`config.mk`:
```
export PLATFORM = sky130hd
export DESIGN_NAME = ball_mover_flat
export DESIGN_NICKNAME = d
export VERILOG_FILES = /design/src/rtl/ball_bus_if.sv /design/src/rtl/ball_mover.sv /design/src/flat_wrapper.sv
export SDC_FILE = /design/constraint.sdc
export NUM_CORES = 1
export LEC_CHECK = 0
export ABC_AREA = 1
export CAP_MARGIN = 20
export CORE_ASPECT_RATIO = 0.8
export CORE_UTILIZATION = 30
export DETAILED_ROUTE_END_ITERATION = 7
export PLACE_DENSITY_LB_ADDON = 0.2
export SLEW_MARGIN = 25
export SYNTH_ARGS = -nofsm -noshare
export SYNTH_HDL_FRONTEND = slang
export SYNTH_SLANG_ARGS = --single-unit
export TNS_END_PERCENT = 1
```
`constraint.sdc`:
```
create_clock -name clk -period 2.2 [get_ports clk]
set_input_delay 0.33 -clock clk [delete_from_list [all_inputs] [get_ports clk]]
set_output_delay 0.33 -clock clk [all_outputs]
set_load 0.005 [all_outputs]
```
`src/rtl/ball_bus_if.sv`:
```
// Register-bus bundle carrying ball position writes to the display peripheral.
interface ball_bus_if;
  logic       chipselect;
  logic       write;
  logic [2:0] address;
  logic [7:0] writedata;

  modport master (output chipselect, output write, output address, output writedata);
  modport slave  (input  chipselect, input  write, input  address, input  writedata);
endinterface

```
`src/rtl/ball_mover.sv`:
```
// Bouncing-ball position engine: advances one step per VGA frame and pushes the
// new 10.6 fixed-point coordinates to the display peripheral as four byte writes.
module ball_mover #(
  parameter int XMAX   = 639,
  parameter int YMAX   = 479,
  parameter int RADIUS = 16,
  parameter int VX0    = 64,
  parameter int VY0    = 32
) (
  input  logic        clk,
  input  logic        reset,
  input  logic        enable,
  input  logic        vs_n,
  ball_bus_if.master  bus,
  output logic [15:0] x_pos,
  output logic [15:0] y_pos
);

  localparam logic [2:0] IDLE   = 3'd0;
  localparam logic [2:0] UPDATE = 3'd1;
  localparam logic [2:0] WR_XH  = 3'd2;
  localparam logic [2:0] WR_XL  = 3'd3;
  localparam logic [2:0] WR_YH  = 3'd4;
  localparam logic [2:0] WR_YL  = 3'd5;

  localparam logic signed [17:0] X_LO = 18'(RADIUS << 6);
  localparam logic signed [17:0] X_HI = 18'((XMAX - RADIUS) << 6);
  localparam logic signed [17:0] Y_LO = 18'(RADIUS << 6);
  localparam logic signed [17:0] Y_HI = 18'((YMAX - RADIUS) << 6);

  logic [2:0]         state_reg, state_next;
  logic               vs_reg;
  logic               tick;
  logic [15:0]        x_reg, y_reg, x_next, y_next;
  logic signed [16:0] vx_reg, vy_reg, vx_next, vy_next;

  // One axis step: clamp to the wall and force the velocity to point back inward.
  function automatic void step_axis(
    input  logic [15:0]        pos,
    input  logic signed [16:0] vel,
    input  logic signed [17:0] lo,
    input  logic signed [17:0] hi,
    output logic [15:0]        pos_n,
    output logic signed [16:0] vel_n
  );
    logic signed [17:0] nxt;
    logic signed [16:0] mag;
    nxt = $signed({2'b00, pos}) + $signed({vel[16], vel});
    mag = vel[16] ? -vel : vel;
    if (nxt > hi) begin
      pos_n = hi[15:0];
      vel_n = -mag;
    end else if (nxt < lo) begin
      pos_n = lo[15:0];
      vel_n = mag;
    end else begin
      pos_n = nxt[15:0];
      vel_n = vel;
    end
  endfunction

  assign tick = vs_reg & ~vs_n;

  always_comb begin
    x_next  = x_reg;
    y_next  = y_reg;
    vx_next = vx_reg;
    vy_next = vy_reg;
    step_axis(x_reg, vx_reg, X_LO, X_HI, x_next, vx_next);
    step_axis(y_reg, vy_reg, Y_LO, Y_HI, y_next, vy_next);
  end

  always_comb begin
    state_next = state_reg;
    case (state_reg)
      IDLE:    if (tick && enable) state_next = UPDATE;
      UPDATE:  state_next = WR_XH;
      WR_XH:   state_next = WR_XL;
      WR_XL:   state_next = WR_YH;
      WR_YH:   state_next = WR_YL;
      WR_YL:   state_next = IDLE;
      default: state_next = IDLE;
    endcase
  end

  always_ff @(posedge clk or posedge reset) begin
    if (reset) begin
      state_reg <= IDLE;
      vs_reg    <= 1'b1;
      x_reg     <= 16'h5000;
      y_reg     <= 16'h3C00;
      vx_reg    <= 17'(VX0);
      vy_reg    <= 17'(VY0);
    end else begin
      state_reg <= state_next;
      vs_reg    <= vs_n;
      if (state_reg == UPDATE) begin
        x_reg  <= x_next;
        y_reg  <= y_next;
        vx_reg <= vx_next;
        vy_reg <= vy_next;
      end
    end
  end

  // Bus outputs decode straight from the state register so reset drops them at once.
  always_comb begin
    bus.chipselect = 1'b0;
    bus.write      = 1'b0;
    bus.address    = 3'd0;
    bus.writedata  = 8'h00;
    case (state_reg)
      WR_XH: begin
        bus.chipselect = 1'b1;
        bus.write      = 1'b1;
        bus.address    = 3'd4;
        bus.writedata  = x_reg[15:8];
      end
      WR_XL: begin
        bus.chipselect = 1'b1;
        bus.write      = 1'b1;
        bus.address    = 3'd5;
        bus.writedata  = x_reg[7:0];
      end
      WR_YH: begin
        bus.chipselect = 1'b1;
        bus.write      = 1'b1;
        bus.address    = 3'd6;
        bus.writedata  = y_reg[15:8];
      end
      WR_YL: begin
        bus.chipselect = 1'b1;
        bus.write      = 1'b1;
        bus.address    = 3'd7;
        bus.writedata  = y_reg[7:0];
      end
      default: ;
    endcase
  end

  assign x_pos = x_reg;
  assign y_pos = y_reg;

endmodule

```
`src/flat_wrapper.sv`:
```
// flat-port wrapper written by rule: the top's interface ports become plain ports
module ball_mover_flat 
#(
  parameter int XMAX   = 639,
  parameter int YMAX   = 479,
  parameter int RADIUS = 16,
  parameter int VX0    = 64,
  parameter int VY0    = 32
)
  (clk, reset, enable, vs_n, x_pos, y_pos, bus_chipselect, bus_write, bus_address, bus_writedata);
  ball_bus_if bus_i ();
  input  logic clk;
  input  logic reset;
  input  logic enable;
  input  logic vs_n;
  output logic [15:0] x_pos;
  output logic [15:0] y_pos;
  output wire logic [$bits(bus_i.chipselect)-1:0] bus_chipselect;
  output wire logic [$bits(bus_i.write)-1:0] bus_write;
  output wire logic [$bits(bus_i.address)-1:0] bus_address;
  output wire logic [$bits(bus_i.writedata)-1:0] bus_writedata;
  assign bus_chipselect = bus_i.chipselect;
  assign bus_write = bus_i.write;
  assign bus_address = bus_i.address;
  assign bus_writedata = bus_i.writedata;
  ball_mover #(.XMAX(XMAX), .YMAX(YMAX), .RADIUS(RADIUS), .VX0(VX0), .VY0(VY0)) u_core (.clk(clk), .reset(reset), .enable(enable), .vs_n(vs_n), .bus(bus_i), .x_pos(x_pos), .y_pos(y_pos));
endmodule
```
==> flow_summary.ini <==
[place]
hpwl_mm = 20.3
port_buffers = 48
dp.cells = 1709
gp_congestion = 0.909

[yosys]
synthesis.area_um2 = 6790
synthCells = 1148
yosys.area.top_type = nand2_1
synth_ff_type = dfrtp_1
yosysSeqAreaShare_pct = 24.5
syn_avg_cell_area_um2 = 5.91
async_flop_share_pct = 100
yosys-top-cells-area = nand2_1 (25%), dfrtp_1 (21%), inv_1 (8.9%)
ys_types = 40
yosys.area.top_type_share_pct = 24.7
synth_warnings = 0
synth_edf_count = 0
ys_seq_elements = 66
synth_nets = 1190

[timing]
period_minus_slack_ps = 2640
maxSlewViolCount = 0
fin_skew_ps = 9.34
worst_slack_ps = -438
fin_hold_ws_ps = 424
layout_worst_path_cycle_share_pct = 120
rsz0062_at_grt = true
fmax_mhz = 379
finalHoldViolations = 0
setup_violations = 63
fin_tns_setup_ps = -18730

[global_routing]
grt_pass1_vias = 7518
gr-total-overflow = 0
grt_max_degree = 45
grt.total_usage_pct = 22.4
grt_pass1_wl_mm = 40.0
antenna_found_initial = 0

[floorplanning]
core-area_um2 = 21900
dieHeight_um = 137
ios = 49
initial_core_util_pct = 31.0
rows = 48
die_area_um2 = 23200
die_w_um = 170

[cells_and_area]
fill_cells = 2242
final_common_cell = nand2_1
antenna_cells = 0
drive_above_1_share_pct = 31.3
seqCellArea_um2 = 1670
finalNonFillerCells = 1736
final_cell_mix = nand2_1 (388), buf_4 (238), inv_1 (152), nor2_1 (93), nand3_1 (77)
syn_to_final_growth_pct = 55.4
final_util_pct = 48.2
nNetsFinal = 1474
multi_input_area_um2 = 5070

[power]
p_leak_uw = 0.00592
peakVddDrop_mv = 0.485
power_density_nw_per_um2 = 656

[clock_network]
htree_levels = 3
clock_sinks = 66
cts_made_buffers = 9
clock_latency_ps = 340
cts_buffer_depth = 2
clk_pin_slew_ps = 60
cts_root_buf = clkbuf_16
cts_tree = done

[setup_path]
end_kind = register
crit_slowest_cell = dfstp_2
cp_data_required_time_ps = 2470
cp_num_buf_inv = 1
worst_path_largest_cell_delay_ps = 570
critPathArrivalTime_ps = 2910
worstPathCellList = ha_4, nand2_4, nand2_4, a21oi_4, nand3_2, nand2_1, nand2_1, nor2_2, nand2_2, nor2_4, nand2_2, nand3_4, nand3_4, a21oi_4, buf_6, nand2_2, nand2_2
cp_top_family = simple AND/OR/NAND/NOR gates
start_kind = register
worstPathMaxFanout = 5
critPathKind = reg -> reg
crit_path_frequent_cell = nand2_2

[route]
drtAntennaViolNets = 0
routed-via-count = 8254
drc_errors = 0
dr.first_iter.drc_count = 768
postRouteWirelength_mm = 25.5
routed_wire_length_per_instance_um = 14.7
drt-vias-per-instance = 4.75
dr.pass1.iters = 5

[flow_run]
maxCapViolCount = 0

[outcome]
status = complete, but fails checks
violations = setup timing

[hold_path]
hold_path_class = in -> async
worst reg2reg max path: cells and delay by family (launching register included):
| kind | cells | cell delay (ps) |
|---|---|---|
| AND/OR/NAND/NOR | 13 | 1170 |
| adder cells (fa/ha/maj) | 1 | 240 |
| buffers and inverters | 1 | 170 |
| AO/OA/AOI/OAI | 2 | 420 |
| flip-flops | 1 | 570 |
per-stage QoR:
step	setup slack [ps]	total power, uW	cell area, um^2
after global routing	-546	7290	10500
after detailed placement	-507	4790	9500
after floorplan	-236	3090	6940
after CTS	-365	6690	10100
after global placement	-483	4810	9500
final	-438	6920	10500
final timing paths:
kind                       depth (start not counted)               end              from  slack [ps]
max in group asynchronous                          3  u_core.x_pos[12]             reset        1440
max reg2reg                                       17  u_core.vy_reg[9]  u_core.vy_reg[5]        -440
min                                                3   u_core.x_pos[6]             reset         420
max                                               17  u_core.vy_reg[9]  u_core.vy_reg[5]        -440
min in group clk                                   1     u_core.vs_reg              vs_n         460
min reg2reg                                        1  u_core.vy_reg[2]  u_core.vy_reg[2]         580
where the power goes:
group | internal (uW) | total (uW) | switching [uW]
registers | 1410 | 1590 | 181
logic | 1800 | 3740 | 1930
clock network | 1020 | 1590 | 576
metal layers:
layer / up-vias / routed length, um / GRT usage, %
met5: - / 0 / 0
met4: 0 / 223 / 4.95
met3: 15 / 1490 / 3.30
met2: 224 / 9760 / 30.1
met1: 3784 / 14000 / 36.3
li1: 4231 / - / -
cells by family after synthesis:
family | share of synthesized area [%]
other cells | 0.0553
xor+xnor | 4.00
simple gates | 44.3
flops | 24.5
buf+inv | 11.3
fa+ha+maj | 7.01
compound gates | 8.83
cells in the mapped netlist, types with 3 or more instances:
master    count
xor2_1       27
nand2_2       7
inv_1       161
a21oi_1      27
clkbuf_1     17
a311oi_1      3
nand4_1      36
o21ai_0      26
ha_1         38
buf_2         4
buf_4         5
nand3b_1      8
nand2_1     447
dfstp_2       9
or2_2         3
nor3_1        7
xnor2_1       4
nand3_1      88
inv_2         4
o22ai_1      26
o21a_1        7
dfrtp_1      57
a31oi_1       5
nor2_1      109
nand3_2       5
timing repair:
action / 4_1_cts / 5_1_grt
setup buffers: 3 / 7
resized for setup: 85 / 110
endpoints found under the setup margin: 71 / 68
pin swaps: 20 / 41
cloned: 1 / 1
hold buffers: 0 / 0
cell type report:
type / count / area share [%]
Timing Repair Buffer: 301 / 23.6
Inverter: 166 / 5.95
Tap cell: 300 / 3.56
Sequential cell: 66 / 15.9
Clock inverter: 5 / 0.747
Multi-Input combinational cell: 888 / 48.0
Clock buffer: 10 / 2.27
No activity file was read; power rests on OpenSTA's default activity.
